**src/rtl/safe_pkg.sv**
```systemverilog
// Shared types and constants for the safe lock configuration/supervision controller.
package safe_pkg;

  // Controller modes: normal, first programming pass, confirm pass, timed lockout.
  typedef enum logic [1:0] {
    S_IDLE,
    S_ENTRY,
    S_CONFIRM,
    S_LOCKOUT
  } state_t;

  // Bits needed to hold an index in 0..n-1 (at least one bit).
  function automatic int unsigned idx_width(input int unsigned n);
    return (n < 2) ? 1 : $clog2(n);
  endfunction

  // Index width for the standard three-button keypad.
  localparam int unsigned IW = idx_width(3);

  // Seconds of keypad inactivity tolerated while programming (optional timeout).
  localparam int unsigned PROG_TIMEOUT_S = 10;

  // One combination digit: a button index.
  typedef logic [IW-1:0] digit_t;

endpackage

```
**src/rtl/safe_code_ctrl_if.sv**
```systemverilog
// Button/lock-FSM side signals of the safe code controller.
// master: the source of buttons, programming switch and lock FSM status.
// slave:  the controller itself.
interface safe_code_ctrl_if #(
  parameter int unsigned NUM_BTN   = 3,
  parameter int unsigned CODE_LEN  = 3,
  parameter int unsigned MAX_FAILS = 3,
  parameter int unsigned LOCKOUT_S = 30
);

  logic [NUM_BTN-1:0]                              btn_pulse;
  logic                                            prog_req;
  logic                                            fsm_ok;
  logic                                            fsm_fail;
  logic [CODE_LEN*safe_pkg::idx_width(NUM_BTN)-1:0] code_o;
  logic                                            lock_en;
  logic                                            prog_active;
  logic                                            lockout;
  logic [$clog2(MAX_FAILS+1)-1:0]                  fail_cnt;
  logic [$clog2(LOCKOUT_S+1)-1:0]                  secs_left;
  logic                                            prog_done;
  logic                                            prog_err;

  modport master (
    output btn_pulse, prog_req, fsm_ok, fsm_fail,
    input  code_o, lock_en, prog_active, lockout, fail_cnt, secs_left, prog_done, prog_err
  );

  modport slave (
    input  btn_pulse, prog_req, fsm_ok, fsm_fail,
    output code_o, lock_en, prog_active, lockout, fail_cnt, secs_left, prog_done, prog_err
  );

endinterface

```
**src/rtl/sec_tick_gen.sv**
```systemverilog
// One-second tick generator: one-cycle tick every CLK_HZ cycles, restarted by clr.
module sec_tick_gen #(
  parameter int unsigned CLK_HZ = 50_000_000
) (
  input  logic clk,
  input  logic rst_n,
  input  logic clr,
  output logic tick
);

  localparam int unsigned CW = (CLK_HZ < 2) ? 1 : $clog2(CLK_HZ);
  localparam logic [CW-1:0] LAST = CW'(CLK_HZ - 1);

  logic [CW-1:0] cnt_q, cnt_d;

  // Wrap at LAST; clr holds the count at zero so the next tick is a full period away.
  always_comb begin
    cnt_d = cnt_q + 1'b1;
    if (clr || (cnt_q == LAST)) begin
      cnt_d = '0;
    end
  end

  // Cycle counter register.
  always_ff @(posedge clk or negedge rst_n) begin
    if (!rst_n) begin
      cnt_q <= '0;
    end else begin
      cnt_q <= cnt_d;
    end
  end

  assign tick = (cnt_q == LAST) && !clr;

endmodule

```
**src/rtl/safe_code_ctrl.sv**
```systemverilog
// Safe lock code controller: holds the active combination, runs two-pass programming
// (enter then confirm), counts consecutive failed unlocks and imposes a timed lockout.
// Optional build macro SAFE_PROG_TIMEOUT_EN: abort programming with prog_err after
// PROG_TIMEOUT_S seconds without a button press.
module safe_code_ctrl
  import safe_pkg::*;
#(
  parameter int unsigned NUM_BTN  = 3,
  parameter int unsigned CODE_LEN = 3,
  parameter logic [CODE_LEN*idx_width(NUM_BTN)-1:0] DEFAULT_CODE = {2'd2, 2'd1, 2'd0},
  parameter int unsigned MAX_FAILS = 3,
  parameter int unsigned LOCKOUT_S = 30,
  parameter int unsigned CLK_HZ    = 50_000_000
) (
  input logic             clk,
  input logic             rst_n,
  safe_code_ctrl_if.slave bus
);

  localparam int unsigned BW = idx_width(NUM_BTN);
  localparam int unsigned CW = CODE_LEN * BW;
  localparam int unsigned XW = idx_width(CODE_LEN);
  localparam int unsigned FW = $clog2(MAX_FAILS + 1);
  localparam int unsigned SW = $clog2(LOCKOUT_S + 1);

  state_t          state_q, state_d;
  logic            prog_req_q;
  logic [XW-1:0]   idx_q, idx_d;
  logic [CW-1:0]   sh_a_q, sh_a_d;
  logic [CW-1:0]   sh_b_q, sh_b_d;
  logic [CW-1:0]   code_q, code_d;
  logic [FW-1:0]   fail_q, fail_d;
  logic [SW-1:0]   secs_q, secs_d;
  logic            done_q, done_d;
  logic            err_q, err_d;

  logic            tick, tick_clr;
  logic            in_prog, prog_timeout;
  logic            btn_any, btn_one, btn_multi;
  logic [BW-1:0]   btn_idx;

  assign in_prog   = (state_q == S_ENTRY) || (state_q == S_CONFIRM);
  assign btn_any   = |bus.btn_pulse;
  assign btn_one   = $onehot(bus.btn_pulse);
  assign btn_multi = btn_any && !btn_one;

  // Encode the pressed button to its index (meaningful only when exactly one is set).
  always_comb begin
    btn_idx = '0;
    for (int unsigned i = 0; i < NUM_BTN; i++) begin
      if (bus.btn_pulse[i]) begin
        btn_idx = BW'(i);
      end
    end
  end

`ifdef SAFE_PROG_TIMEOUT_EN
  localparam int unsigned TW = $clog2(PROG_TIMEOUT_S + 1);
  logic [TW-1:0] tmo_q, tmo_d;

  // Second timer restarts in idle (so entry starts fresh) and on every press.
  assign tick_clr = (state_q == S_IDLE) || (in_prog && btn_any);

  // Count whole seconds of keypad silence while programming.
  always_comb begin
    tmo_d = tmo_q;
    if (!in_prog || btn_any) begin
      tmo_d = '0;
    end else if (tick) begin
      tmo_d = tmo_q + 1'b1;
    end
  end

  // Silence-seconds register.
  always_ff @(posedge clk or negedge rst_n) begin
    if (!rst_n) begin
      tmo_q <= '0;
    end else begin
      tmo_q <= tmo_d;
    end
  end

  assign prog_timeout = in_prog && tick && !btn_any && (tmo_q == TW'(PROG_TIMEOUT_S - 1));
`else
  // Second timer only runs during lockout and restarts on every entry.
  assign tick_clr     = (state_q != S_LOCKOUT);
  assign prog_timeout = 1'b0;
`endif

  sec_tick_gen #(
    .CLK_HZ(CLK_HZ)
  ) u_sec_tick_gen (
    .clk  (clk),
    .rst_n(rst_n),
    .clr  (tick_clr),
    .tick (tick)
  );

  // Mode sequencing, digit capture, commit, failure counting and lockout countdown.
  always_comb begin
    state_d = state_q;
    idx_d   = idx_q;
    sh_a_d  = sh_a_q;
    sh_b_d  = sh_b_q;
    code_d  = code_q;
    fail_d  = fail_q;
    secs_d  = secs_q;
    done_d  = 1'b0;
    err_d   = 1'b0;

    unique case (state_q)
      S_IDLE: begin
        // A fail that reaches the limit takes priority over starting programming.
        if (bus.fsm_fail && (fail_q >= FW'(MAX_FAILS - 1))) begin
          state_d = S_LOCKOUT;
          fail_d  = FW'(MAX_FAILS);
          secs_d  = SW'(LOCKOUT_S);
        end else begin
          if (bus.fsm_fail) begin
            fail_d = fail_q + 1'b1;
          end else if (bus.fsm_ok) begin
            fail_d = '0;
          end
          if (bus.prog_req && !prog_req_q) begin
            state_d = S_ENTRY;
            idx_d   = '0;
          end
        end
      end

      S_ENTRY, S_CONFIRM: begin
        if (!bus.prog_req) begin
          state_d = S_IDLE;
          idx_d   = '0;
        end else if (prog_timeout) begin
          state_d = S_IDLE;
          idx_d   = '0;
          err_d   = 1'b1;
        end else if (btn_multi) begin
          // Ambiguous press: throw away both passes and restart entry.
          state_d = S_ENTRY;
          idx_d   = '0;
          sh_a_d  = '0;
          sh_b_d  = '0;
          err_d   = 1'b1;
        end else if (btn_one) begin
          if (state_q == S_ENTRY) begin
            sh_a_d[idx_q*BW +: BW] = btn_idx;
          end else begin
            sh_b_d[idx_q*BW +: BW] = btn_idx;
          end
          idx_d = idx_q + 1'b1;
          if (idx_q == XW'(CODE_LEN - 1)) begin
            idx_d = '0;
            if (state_q == S_ENTRY) begin
              state_d = S_CONFIRM;
            end else begin
              state_d = S_IDLE;
              if (sh_b_d == sh_a_q) begin
                code_d = sh_a_q;
                done_d = 1'b1;
                fail_d = '0;
              end else begin
                err_d = 1'b1;
              end
            end
          end
        end
      end

      S_LOCKOUT: begin
        if (tick) begin
          if (secs_q <= SW'(1)) begin
            state_d = S_IDLE;
            secs_d  = '0;
            fail_d  = '0;
          end else begin
            secs_d = secs_q - 1'b1;
          end
        end
      end

      default: state_d = S_IDLE;
    endcase
  end

  // State and datapath registers; prog_req history starts high so a held switch
  // at reset release does not look like a rising edge.
  always_ff @(posedge clk or negedge rst_n) begin
    if (!rst_n) begin
      state_q    <= S_IDLE;
      prog_req_q <= 1'b1;
      idx_q      <= '0;
      sh_a_q     <= '0;
      sh_b_q     <= '0;
      code_q     <= DEFAULT_CODE;
      fail_q     <= '0;
      secs_q     <= '0;
      done_q     <= 1'b0;
      err_q      <= 1'b0;
    end else begin
      state_q    <= state_d;
      prog_req_q <= bus.prog_req;
      idx_q      <= idx_d;
      sh_a_q     <= sh_a_d;
      sh_b_q     <= sh_b_d;
      code_q     <= code_d;
      fail_q     <= fail_d;
      secs_q     <= secs_d;
      done_q     <= done_d;
      err_q      <= err_d;
    end
  end

  assign bus.code_o      = code_q;
  assign bus.lock_en     = (state_q == S_IDLE);
  assign bus.prog_active = in_prog;
  assign bus.lockout     = (state_q == S_LOCKOUT);
  assign bus.fail_cnt    = fail_q;
  assign bus.secs_left   = secs_q;
  assign bus.prog_done   = done_q;
  assign bus.prog_err    = err_q;

endmodule

```
**src/flat_wrapper.sv**
```systemverilog
// flat-port wrapper written by rule: the top's interface ports become plain ports
module safe_code_ctrl_flat import safe_pkg::*;
#(
  parameter int unsigned NUM_BTN  = 3,
  parameter int unsigned CODE_LEN = 3,
  parameter logic [CODE_LEN*idx_width(NUM_BTN)-1:0] DEFAULT_CODE = {2'd2, 2'd1, 2'd0},
  parameter int unsigned MAX_FAILS = 3,
  parameter int unsigned LOCKOUT_S = 30,
  parameter int unsigned CLK_HZ    = 50_000_000
)
  (clk, rst_n, bus_btn_pulse, bus_prog_req, bus_fsm_ok, bus_fsm_fail, bus_code_o, bus_lock_en, bus_prog_active, bus_lockout, bus_fail_cnt, bus_secs_left, bus_prog_done, bus_prog_err);
  safe_code_ctrl_if #(.NUM_BTN(NUM_BTN), .CODE_LEN(CODE_LEN), .MAX_FAILS(MAX_FAILS), .LOCKOUT_S(LOCKOUT_S)) bus_i ();
  input logic clk;
  input logic rst_n;
  input wire logic [$bits(bus_i.btn_pulse)-1:0] bus_btn_pulse;
  input wire logic [$bits(bus_i.prog_req)-1:0] bus_prog_req;
  input wire logic [$bits(bus_i.fsm_ok)-1:0] bus_fsm_ok;
  input wire logic [$bits(bus_i.fsm_fail)-1:0] bus_fsm_fail;
  output wire logic [$bits(bus_i.code_o)-1:0] bus_code_o;
  output wire logic [$bits(bus_i.lock_en)-1:0] bus_lock_en;
  output wire logic [$bits(bus_i.prog_active)-1:0] bus_prog_active;
  output wire logic [$bits(bus_i.lockout)-1:0] bus_lockout;
  output wire logic [$bits(bus_i.fail_cnt)-1:0] bus_fail_cnt;
  output wire logic [$bits(bus_i.secs_left)-1:0] bus_secs_left;
  output wire logic [$bits(bus_i.prog_done)-1:0] bus_prog_done;
  output wire logic [$bits(bus_i.prog_err)-1:0] bus_prog_err;
  assign bus_i.btn_pulse = bus_btn_pulse;
  assign bus_i.prog_req = bus_prog_req;
  assign bus_i.fsm_ok = bus_fsm_ok;
  assign bus_i.fsm_fail = bus_fsm_fail;
  assign bus_code_o = bus_i.code_o;
  assign bus_lock_en = bus_i.lock_en;
  assign bus_prog_active = bus_i.prog_active;
  assign bus_lockout = bus_i.lockout;
  assign bus_fail_cnt = bus_i.fail_cnt;
  assign bus_secs_left = bus_i.secs_left;
  assign bus_prog_done = bus_i.prog_done;
  assign bus_prog_err = bus_i.prog_err;
  safe_code_ctrl #(.NUM_BTN(NUM_BTN), .CODE_LEN(CODE_LEN), .DEFAULT_CODE(DEFAULT_CODE), .MAX_FAILS(MAX_FAILS), .LOCKOUT_S(LOCKOUT_S), .CLK_HZ(CLK_HZ)) u_core (.clk(clk), .rst_n(rst_n), .bus(bus_i));
endmodule
```
**config.mk**
```make
export PLATFORM = sky130hd
export DESIGN_NAME = safe_code_ctrl_flat
export DESIGN_NICKNAME = d
export VERILOG_FILES = /design/src/rtl/safe_pkg.sv /design/src/rtl/safe_code_ctrl_if.sv /design/src/rtl/sec_tick_gen.sv /design/src/rtl/safe_code_ctrl.sv /design/src/flat_wrapper.sv
export SDC_FILE = /design/constraint.sdc
export NUM_CORES = 1
export LEC_CHECK = 0
export BUFFER_PORTS_ARGS = -buffer_cell sky130_fd_sc_hd__buf_2
export CORE_ASPECT_RATIO = 0.8
export CORE_MARGIN = 4
export CORE_UTILIZATION = 51
export CTS_CLUSTER_SIZE = 28
export DETAILED_ROUTE_END_ITERATION = 10
export PLACE_DENSITY = 0.73
export SETUP_SLACK_MARGIN = 0.15
export SLEW_MARGIN = 25
export SYNTH_ARGS = -nofsm -noshare
export SYNTH_HDL_FRONTEND = slang
export SYNTH_HIERARCHICAL = 1
export SYNTH_SLANG_ARGS = --single-unit
```
**constraint.sdc**
```tcl
create_clock -name clk -period 2.94 [get_ports clk]
set_input_delay 0.147 -clock clk [delete_from_list [all_inputs] [get_ports clk]]
set_output_delay 0.147 -clock clk [all_outputs]
set_load 0.03 [all_outputs]
```
; ---- After elaboration in Yosys (flattened, before gate mapping)
; Cells that the tools add are included.
; W data, S select, Z words.
[word_totals]
reg_bits = 58
word_cells = 130
inputBits = 8
[classes]
n_eq_ne = 23
magnitude_cmp = 2
n_bitwise = 2
shift = 2
n_mux = 60
add_sub_neg = 7
n_reduce_logical = 23
[ops]
columns = op, n
row1 = $mux W6, 10
row2 = $mux W2, 25
row3 = $neg A3 Y34, 1
row4 = $shift A2 B34 Y6 const A, 1
row5 = $shiftx A2 B34 Y6, 1
row6 = $add A26 B1 Y26 const B, 1
row7 = $eq A26 B26 Y1 const B, 1
row8 = $mux W26, 1
row9 = $mux W1, 15
row10 = $mux W5, 3
row11 = $ne A2 B1 Y1 const B, 7
row12 = $bwmux W6, 2
row13 = $pmux W2 S3, 2
row14 = $ne A2 B2 Y1 const B, 5
row15 = $pmux W5 S2, 1
row16 = $reduce_and A9 Y1, 1
row17 = $ne A4 B2 Y1 const B, 2
row18 = $reduce_and A4 Y1, 2
row19 = $reduce_bool A2 Y1, 4
row20 = $reduce_and A7 Y1, 1
row21 = $eq A2 B2 Y1 const B, 3
row22 = $eq A6 B6 Y1, 1
row23 = $reduce_and A3 Y1, 2
row24 = $le A5 B1 Y1 const B, 1
row25 = 17 further kinds, 26

; ---- Longest topological paths before layout
; Gate-level depths: netlist of run 1.
[depth]
depth_word = 17
depth_mapped = 11
depth_no_buf = 9

; ---- Modules after synthesis
; The synthesis of run 1 kept the hierarchy.
[modules_own_cells]
columns = mod, cells_per_inst, instances, area_each_um2
row1 = safe_code_ctrl, 218, 1, 2083.2
row2 = sec_tick_gen, 152, 1, 1412.6

; ---- Worst setup path after synthesis of run 1
; Ideal clock, no wire load.
[synth_path]
path_kind = reg2reg
from = reg u_core.state_q[0]
to = reg u_core.fail_q[1], in the netlist u_core/bus.fail_cnt[1]
required_ps = 2803
setup_time_ps = 137
arrival_ps = 2352
path_slack_ps = 451
stages_incl_launch_ff = 9
period_less_slack_ps = 2489
n_path_buf = 0
path_cell_list = dfrtp_1 > ha_1 > inv_1 > nor4_1 > a31oi_1 > a2111oi_2 > nor2b_1 > a311oi_1 > o211ai_1
[synth_rtl]
columns = item, line_no
row1 = from (decl), safe_code_ctrl.sv:26  ; state_t state_q, state_d;
row2 = from (signal assigned), safe_code_ctrl.sv:202  ; state_q <= state_d;
row3 = $eq A2 B2 Y1 (*), -
row4 = named net bus_lockout, flat_wrapper.sv:22  ; output wire logic [$bits(bus_i.lockout)-1:0] bus_lockout;
row5 = $ne A2 B1 Y1 (no source line), -
row6 = $reduce_and A9 Y1 (no source line), -
row7 = to (signal assigned), safe_code_ctrl.sv:208  ; fail_q <= fail_d;
row8 = to (decl), safe_code_ctrl.sv:32  ; logic [FW-1:0] fail_q, fail_d;
; Mark *: on every way through the listed nets, which the timed path passes. The rest lies on a longest branch. The select of a mux whose other input is x is not followed.
; A chain may end at the register's enable or synchronous reset.

; ---- Worst setup path in the final report of run 1
[layout_path]
from = reg u_core.idx_q[0]
to = reg u_core.code_q[4], in the netlist u_core/bus.code_o[4]
[layout_via]
elab_chain_cells = 10
[layout_rtl]
columns = item, line_no
row1 = from (decl), safe_code_ctrl.sv:28  ; logic [XW-1:0] idx_q, idx_d;
row2 = from (signal assigned), safe_code_ctrl.sv:204  ; idx_q <= idx_d;
row3 = $neg A3 Y34, safe_code_ctrl.sv:150  ; sh_b_d[idx_q*BW +: BW] = btn_idx;
row4 = $shiftx A2 B34 Y6 / $shift A2 B34 Y6 (equally long branches), safe_code_ctrl.sv:150
row5 = $bwmux W6, safe_code_ctrl.sv:150
row6 = $mux W6, safe_code_ctrl.sv:147  ; if (state_q == S_ENTRY) begin
row7 = $mux W6, safe_code_ctrl.sv:146  ; end else if (btn_one) begin
row8 = $mux W6, safe_code_ctrl.sv:139  ; end else if (btn_multi) begin
row9 = $mux W6, safe_code_ctrl.sv:132  ; if (!bus.prog_req) begin
row10 = $mux W6, safe_code_ctrl.sv:111  ; unique case (state_q)
row11 = $eq A6 B6 Y1, safe_code_ctrl.sv:159  ; if (sh_b_d == sh_a_q) begin
row12 = $reduce_and A7 Y1 (no source line) (*), -
row13 = to (signal assigned), safe_code_ctrl.sv:207  ; code_q <= code_d;
row14 = to (decl), safe_code_ctrl.sv:31  ; logic [CW-1:0] code_q, code_d;
; Mark *: on every way between the ends. The rest lies on a longest branch, timed or not. The select of a mux whose other input is x is not followed.

==> flow_summary_export.csv, run 1 <==
group,metric,value,unit
global_routing,grt_pass1_wl,13400,um
floorplanning,fp.coreArea,6510,sq um
detailed_routing,dr_total_vias,2921,
logic_synthesis,yosys.area.top_type,"dfrtp_1",
logic_synthesis,synth_flop_cell,"dfrtp_1",
power_and_ir_drop,vdd_ir_drop_max,319,uV
cts,clk_path_buf_depth,2,
power_and_ir_drop,p_per_area,766,nW/um^2
detailed_routing,ant_nets,0,
timing,setup_viol,0,
worst_setup_path,cp-end-kind,"flop",
finish,syn2layout_area_growth,13.7,%
logic_synthesis,synthAdderAreaFrac,5.23,%
power_and_ir_drop,report.power.total,0.00305,W
timing,clock-skew-final,9.49,ps
detailed_routing,vias_per_cell,5.89,
logic_synthesis,synth.area.mux_share,3.54,%
power_and_ir_drop,internal-power,0.00182,W
logic_synthesis,synth-seq-area-share,41.6,%
power_and_ir_drop,swShare,40.3,%
timing,rsz0062_at_grt,"yes",
cts,cts.clk_slew.worst_paths,70,ps
worst_setup_path,path_class,"flop to flop",
cts,clkLatencyLatePin,340,ps
detailed_routing,avgRoutedWirePerCell,16.1,um
finish,fin_cells,496,
finish,nNetsFinal,429,
placement,gp_congestion,0.885,
logic_synthesis,synthTopCellsByCount,"dfrtp_1 (55), nand2_1 (34), nor2_1 (28), inv_1 (26), o21ai_0 (26)",
cts,cts.sinks,58,
timing,relSlewSlack,54.2,%
logic_synthesis,syn-num-nets,392,
cts,cts_buffers,9,
logic_synthesis,ys_ff_latch,58,
power_and_ir_drop,power_frac_seq,31.8,%
timing,fin_crit_sh,89.5,%
placement,hpwlAfterDp,5850,um
timing,worst_pin_slew,687,ps
floorplanning,design.die.area,8250,sq um
logic_synthesis,ys_types,62,
logic_synthesis,netlist_area,3500,sq um
worst_setup_path,path_max_fanout,7,
logic_synthesis,synth_top_family_by_area,"simple AND/OR/NAND/NOR gates",
hold_path,hp-class,"input pin to flop",
logic_synthesis,async_flop_share,100,%
timing,fmax,0.380,GHz
cts,cts_max_level,3,
cts,tritoncts,"done",
logic_synthesis,synth_edf_count,0,
logic_synthesis,synthCells,370,
job,cap_violations,0,
logic_synthesis,yosysWarnings,6,
detailed_routing,firstDrtPassIters,7,
detailed_routing,drtIter0Drc,219,
finish,drive_above_1_share,18.9,%
floorplanning,start_util,53.7,%
detailed_routing,routed_wl,7990,um
floorplanning,fp.dieW,101,um
power_and_ir_drop,p_sw,0.00123,W
worst_setup_path,rrSetupSlack,310,ps
worst_setup_path,crit_required,3160,ps
timing,hold_viol,0,
logic_synthesis,yosysMostFrequentCell,"dfrtp_1",
finish,fill_cells,563,
global_routing,grt_pass1_vias,2690,
logic_synthesis,synthSimpleGateAreaFrac,26.2,%
worst_setup_path,arrival,2850,ps
logic_synthesis,synth-compound-area-share,14.0,%
timing,min_period,2630,ps
power_and_ir_drop,power.share.clock,25.2,%
timing,drv_slew,0,
worst_setup_path,startpoint_type,"flop",
outcome,status,"finished, final reports clean",
timing,fin_tns_setup,0,ps
logic_synthesis,synth-xor-area-share,4.51,%
logic_synthesis,netlist_top_cells_area,"dfrtp_1 (39%), ha_1 (4.7%), o21ai_0 (3.7%)",
floorplanning,die_h,82.1,um
global_routing,overflow,0,
detailed_routing,drc_errors,0,
power_and_ir_drop,leakagePower,1.67,nW
placement,dp.cells,478,
floorplanning,ios,26,
finish,num_antenna_cells,0,
global_routing,antenna_found_initial,0,
placement,io_buffers,25,
floorplanning,rows,26,
global_routing,grt_max_degree,31,
logic_synthesis,syn_avg_cell_area,9.45,sq um
global_routing,track_usage,20.9,%
cts,cts_root_buffer,"clkbuf_8",
logic_synthesis,synth_top_area_share,39.4,%
power_and_ir_drop,p_comb_share,43.0,%
[power groups by stage]
stage / combinational [W] / sequential (W) / clock (W)
after CTS: 0.00127 / 0.000966 / 0.000786
after global placement: 0.00124 / 0.000974 / 0
after global routing: 0.00143 / 0.000982 / 0.000827
final: 0.00131 / 0.000967 / 0.000768
after detailed placement: 0.00126 / 0.000979 / 0
after floorplan: 0.000902 / 0.00104 / 0
[area by class of cell]
cell class | instances | area [sq um] | share of cell area (%)
Multi-Input combinational cell | 275 | 1890 | 47.6
Sequential cell | 58 | 1460 | 36.6
Timing Repair Buffer | 36 | 213 | 5.35
Clock buffer | 14 | 173 | 4.34
Tap cell | 84 | 105 | 2.64
Inverter | 27 | 101 | 2.55
Clock inverter | 2 | 35.0 | 0.881
[state kept, by name (all words and copies together) (netlist names), 2 cells and up]
name                         flops
u_core/sh_b_q                    6
u_core/bus.secs_left             5
u_core/bus.fail_cnt              2
u_core/bus.code_o                6
u_core/sh_a_q                    6
u_core/state_q                   2
u_core/u_sec_tick_gen/cnt_q     26
u_core/idx_q                     2
[through the flow]
step | hold slack (ps) | cell area (sq um) | util (%) | setup slack, ps
after floorplan | -149 | 3500 | - | 451
after CTS | 156 | 3950 | 60.8 | 168
after global routing | 186 | 3980 | 61.1 | 136
final | 173 | 3980 | 61.1 | 309
after global placement | 220 | 3730 | 57.3 | 316
after detailed placement | 227 | 3730 | 57.3 | 185
[cell families after synthesis]
group	count (synthesis)
compound gates	78
xor+xnor	18
fa+ha+maj	14
buf+inv	37
flops	58
mux	9
simple gates	156
[layer usage]
| layer | vias to the layer above | part of all wire, % | global-route usage (%) |
|---|---|---|---|
| met5 | - | 0 | 0 |
| met4 | 0 | 0.94 | 6.06 |
| met3 | 7 | 7.3 | 5.18 |
| li1 | 1402 | - | - |
| met2 | 104 | 43 | 29.7 |
| met1 | 1408 | 49 | 31.3 |
[layout by cell type (no fill, tap or decap), types with 3 or more instances in the layout]
cell type / n
dfrtp_1: 55
nand2_1: 34
nor2_1: 28
inv_1: 26
o21ai_0: 26
buf_2: 25
a21oi_1: 20
nand3_1: 18
xnor2_1: 13
nand4_1: 13
clkbuf_8: 12
ha_1: 12
or3_1: 9
buf_4: 9
nor3_1: 6
mux2_4: 6
xor2_1: 5
or4_1: 5
and3_1: 4
and2_1: 4
a22o_1: 4
and4_1: 4
o31ai_1: 4
nor2b_1: 3
o22ai_1: 3
nand2b_1: 3
a31o_2: 3
dfstp_2: 3
nor4_1: 3
[critical path, stage by stage, from the launching register on]
cell     delay (ps)
dfrtp_1         370
inv_1           160
ha_1            340
nor3b_1         400
mux2i_2         150
xnor2_1         180
nor3_2          320
nand4_4         250
mux2_4          360
[repair_timing]
| action | in CTS | in global routing |
|---|---|---|
| resized for setup | 0 | 3 |
| setup buffers | 0 | 0 |
| setup endpoints to repair | 0 | 3 |
| endpoints found under the hold margin | 26 | 0 |
| hold buffers | 2 | 0 |
[final timing paths]
check / startpoint / cells past startpoint / to
max: u_core/idx_q[0] / 8 / u_core/bus.code_o[4]
min: bus_btn_pulse[2] / 3 / u_core/sh_b_q[3]
max reg2reg: u_core/idx_q[0] / 8 / u_core/bus.code_o[4]
min reg2reg: u_core/sh_b_q[4] / 2 / u_core/sh_b_q[4]
max in group asynchronous: rst_n / 3 / u_core/idx_q[1]
min in group asynchronous: rst_n / 2 / u_core/bus.secs_left[0]
Power figures use the tool's default switching activity.
==> run 2, diff against run 1 <==
--- a/config.mk
+++ b/config.mk
@@ -10,6 +10,6 @@
 export CORE_MARGIN = 4
-export CORE_UTILIZATION = 51
+export CORE_UTILIZATION = 55
 export CTS_CLUSTER_SIZE = 28
 export DETAILED_ROUTE_END_ITERATION = 10
-export PLACE_DENSITY = 0.73
+export PLACE_DENSITY = 0.78
 export SETUP_SLACK_MARGIN = 0.15
==> constraint.sdc (replaced) <==
create_clock -name clk -period 2.54 [get_ports clk]
set_input_delay 0.762 -clock clk [delete_from_list [all_inputs] [get_ports clk]]
set_output_delay 0.762 -clock clk [all_outputs]
set_load 0.03 [all_outputs]
==> run 2 against run 1 <==
Flip-flop and latch count unchanged. The run now ends with negative setup slack left. Die area fell by 6.6%. Maximum frequency down 4.6%. Sequential share of layout area down 5.2 points. Largest power group unchanged. Clock power up 32%. Global-route usage is 2.9 points higher.
==> flow_summary_export.csv, run 2 (synthesis gave the netlist of run 1 again) <==
group,metric,value,unit
worst_setup_path,r2r-start,"u_core/idx_q[0]",
detailed_routing,avgRoutedWirePerCell,17.7,um
finish,largest_register_ffs,26,
worst_setup_path,reg2reg_depth,9,
cts,cts_root_buffer,"clkbuf_8",
job,cap_violations,0,
detailed_routing,wl_met3,666,um
global_routing,grt_max_degree,59,
power_and_ir_drop,leakagePower,2.01,nW
detailed_routing,routed_wl,9690,um
cts,tritoncts,"done",
finish,drive_above_1_share,35.3,%
global_routing,grt_pass1_vias,2971,
worst_setup_path,startpoint_type,"flop",
finish,final_cell_mix,"buf_4 (60), dfrtp_1 (55), nand2_1 (30), nor2_1 (28), inv_1 (22)",
worst_setup_path,critical_path.startpoint,"u_core/idx_q[0]",
global_routing,overflow,0,
finish,largest_register,"u_core/u_sec_tick_gen/cnt_q",
finish,fin_util,76.8,%
worst_setup_path,path_class,"flop to flop",
timing,setup_viol,9,
detailed_routing,wl_met2,4480,um
finish,fin_cells,546,
detailed_routing,dr_total_vias,3266,
worst_setup_path,cp-end-kind,"flop",
floorplanning,fp.dieW,97.1,um
placement,io_buffers,25,
detailed_routing,drc_errors,0,
placement,dpl_cell_area,4100,sq um
finish,mostFrequentLayoutCell,"buf_4",
timing,min_period,2760,ps
timing,worst_pin_slew,551,ps
placement,dp.cells,517,
power_and_ir_drop,p_per_area,950,nW/um^2
detailed_routing,vias_per_cell,5.98,
finish,nNetsFinal,482,
finish,syn2layout_area_growth,32.6,%
finish,final_area,4640,sq um
timing,clock-skew-final,5.53,ps
cts,cts_buffers,9,
global_routing,grt_pass1_wl,14600,um
floorplanning,start_util,57.9,%
detailed_routing,drtIter0Drc,281,
floorplanning,die_h,79.3,um
floorplanning,rows,25,
timing,fin_crit_sh,109,%
detailed_routing,top_layer,"met4",
worst_setup_path,path_max_fanout,7,
finish,num_antenna_cells,0,
timing,fin_hold_ws,415,ps
cts,cts.sinks,58,
floorplanning,ios,26,
hold_path,hp-class,"input pin to async pin",
detailed_routing,wl_met1,4340,um
global_routing,track_usage,23.8,%
timing,rsz0062_at_grt,"yes",
worst_setup_path,rrSetupSlack,-220,ps
timing,drv_slew,0,
outcome,violations,"negative setup slack",
worst_setup_path,arrival,2980,ps
placement,hpwlAfterDp,6190,um
cts,cts_max_level,3,
outcome,status,"finished, violations left",
cts,cts.clk_slew.worst_paths,70,ps
placement,gp_congestion,0.916,
timing,relSlewSlack,63.0,%
timing,fin_ws,-219,ps
floorplanning,design.die.area,7700,sq um
cts,clk_path_buf_depth,2,
global_routing,antenna_found_initial,0,
placement,place_ws,-254,ps
cts,clkLatencyLatePin,340,ps
timing,fmax,0.362,GHz
floorplanning,fp.coreArea,6040,sq um
detailed_routing,firstDrtPassIters,5,
detailed_routing,ant_nets,0,
timing,hold_viol,0,
power_and_ir_drop,vdd_ir_drop_max,457,uV
worst_setup_path,crit_required,2760,ps
worst_setup_path,rr_endpoint,"u_core/bus.code_o[0]",
==> run 2: cell count changes in the layout (fill, tap and decap cells not counted), sizes merged <==
cell         delta
bufinv          +1
clkinvlp        +2
dlygate4sd3     -2
buf            +55
inv             -1
clkbuf          -2
==> run 2: cell type report <==
type	instances	area [sq um]
multi-input cells	275	2080
flip-flops and latches	58	1460
fillers	390	1400
repair buffers	89	654
clock buffers	12	165
inverters	27	108
well taps	81	101
clock inverters	4	72.6
==> run 2: stage by stage <==
step | power, W | TNS (ps)
final | 0.00440 | -1340
after global routing | 0.00462 | -2290
after CTS | 0.00402 | -1.69
after detailed placement | 0.00291 | -4130
after global placement | 0.00286 | -2670
after floorplan | 0.00232 | -95.7
==> run 2: how the worst max path moves through the flow <==
stage | end | slack [ps]
3_3_place_gp | u_core/bus.fail_cnt[0] | -160
3_5_place_dp | u_core/bus.code_o[1] | -250
5_1_grt | u_core/bus.code_o[0] | -320
2_1_floorplan | u_core/sh_b_q[4] | -20
6_report | u_core/bus.code_o[0] | -220
4_1_cts | u_core/bus.code_o[1] | -2
==> run 2: layer usage <==
layer,GRT usage [%],vias to the layer above
li1,-,1520
met1,34.2,1586
met2,36.6,137
met3,6.06,23
met4,5.19,0
met5,0,-
==> run 2: where the power goes <==
group          total (W)  leakage, nW  internal [W]  switching, W
clock            0.00101        0.119      0.000631      0.000376
combinational    0.00227         1.12      0.000994       0.00128
sequential       0.00113        0.766       0.00102      0.000101
==> run 2: repair_timing <==
action                     in CTS  in global routing
resized for setup              10                 34
hold buffers                    0                  0
setup endpoints to repair      10                 22
pin swaps                       4                  9
buffers inserted                5                  8
==> run 2: critical path: stages (launching register included) <==
cell and delay, ps:
dfrtp_1 410, clkinvlp_4 180, ha_4 300, buf_4 160, nor3b_4 240, mux2i_2 160
xnor2_1 180, nor3_2 360, nand4_4 270, mux2_4 370
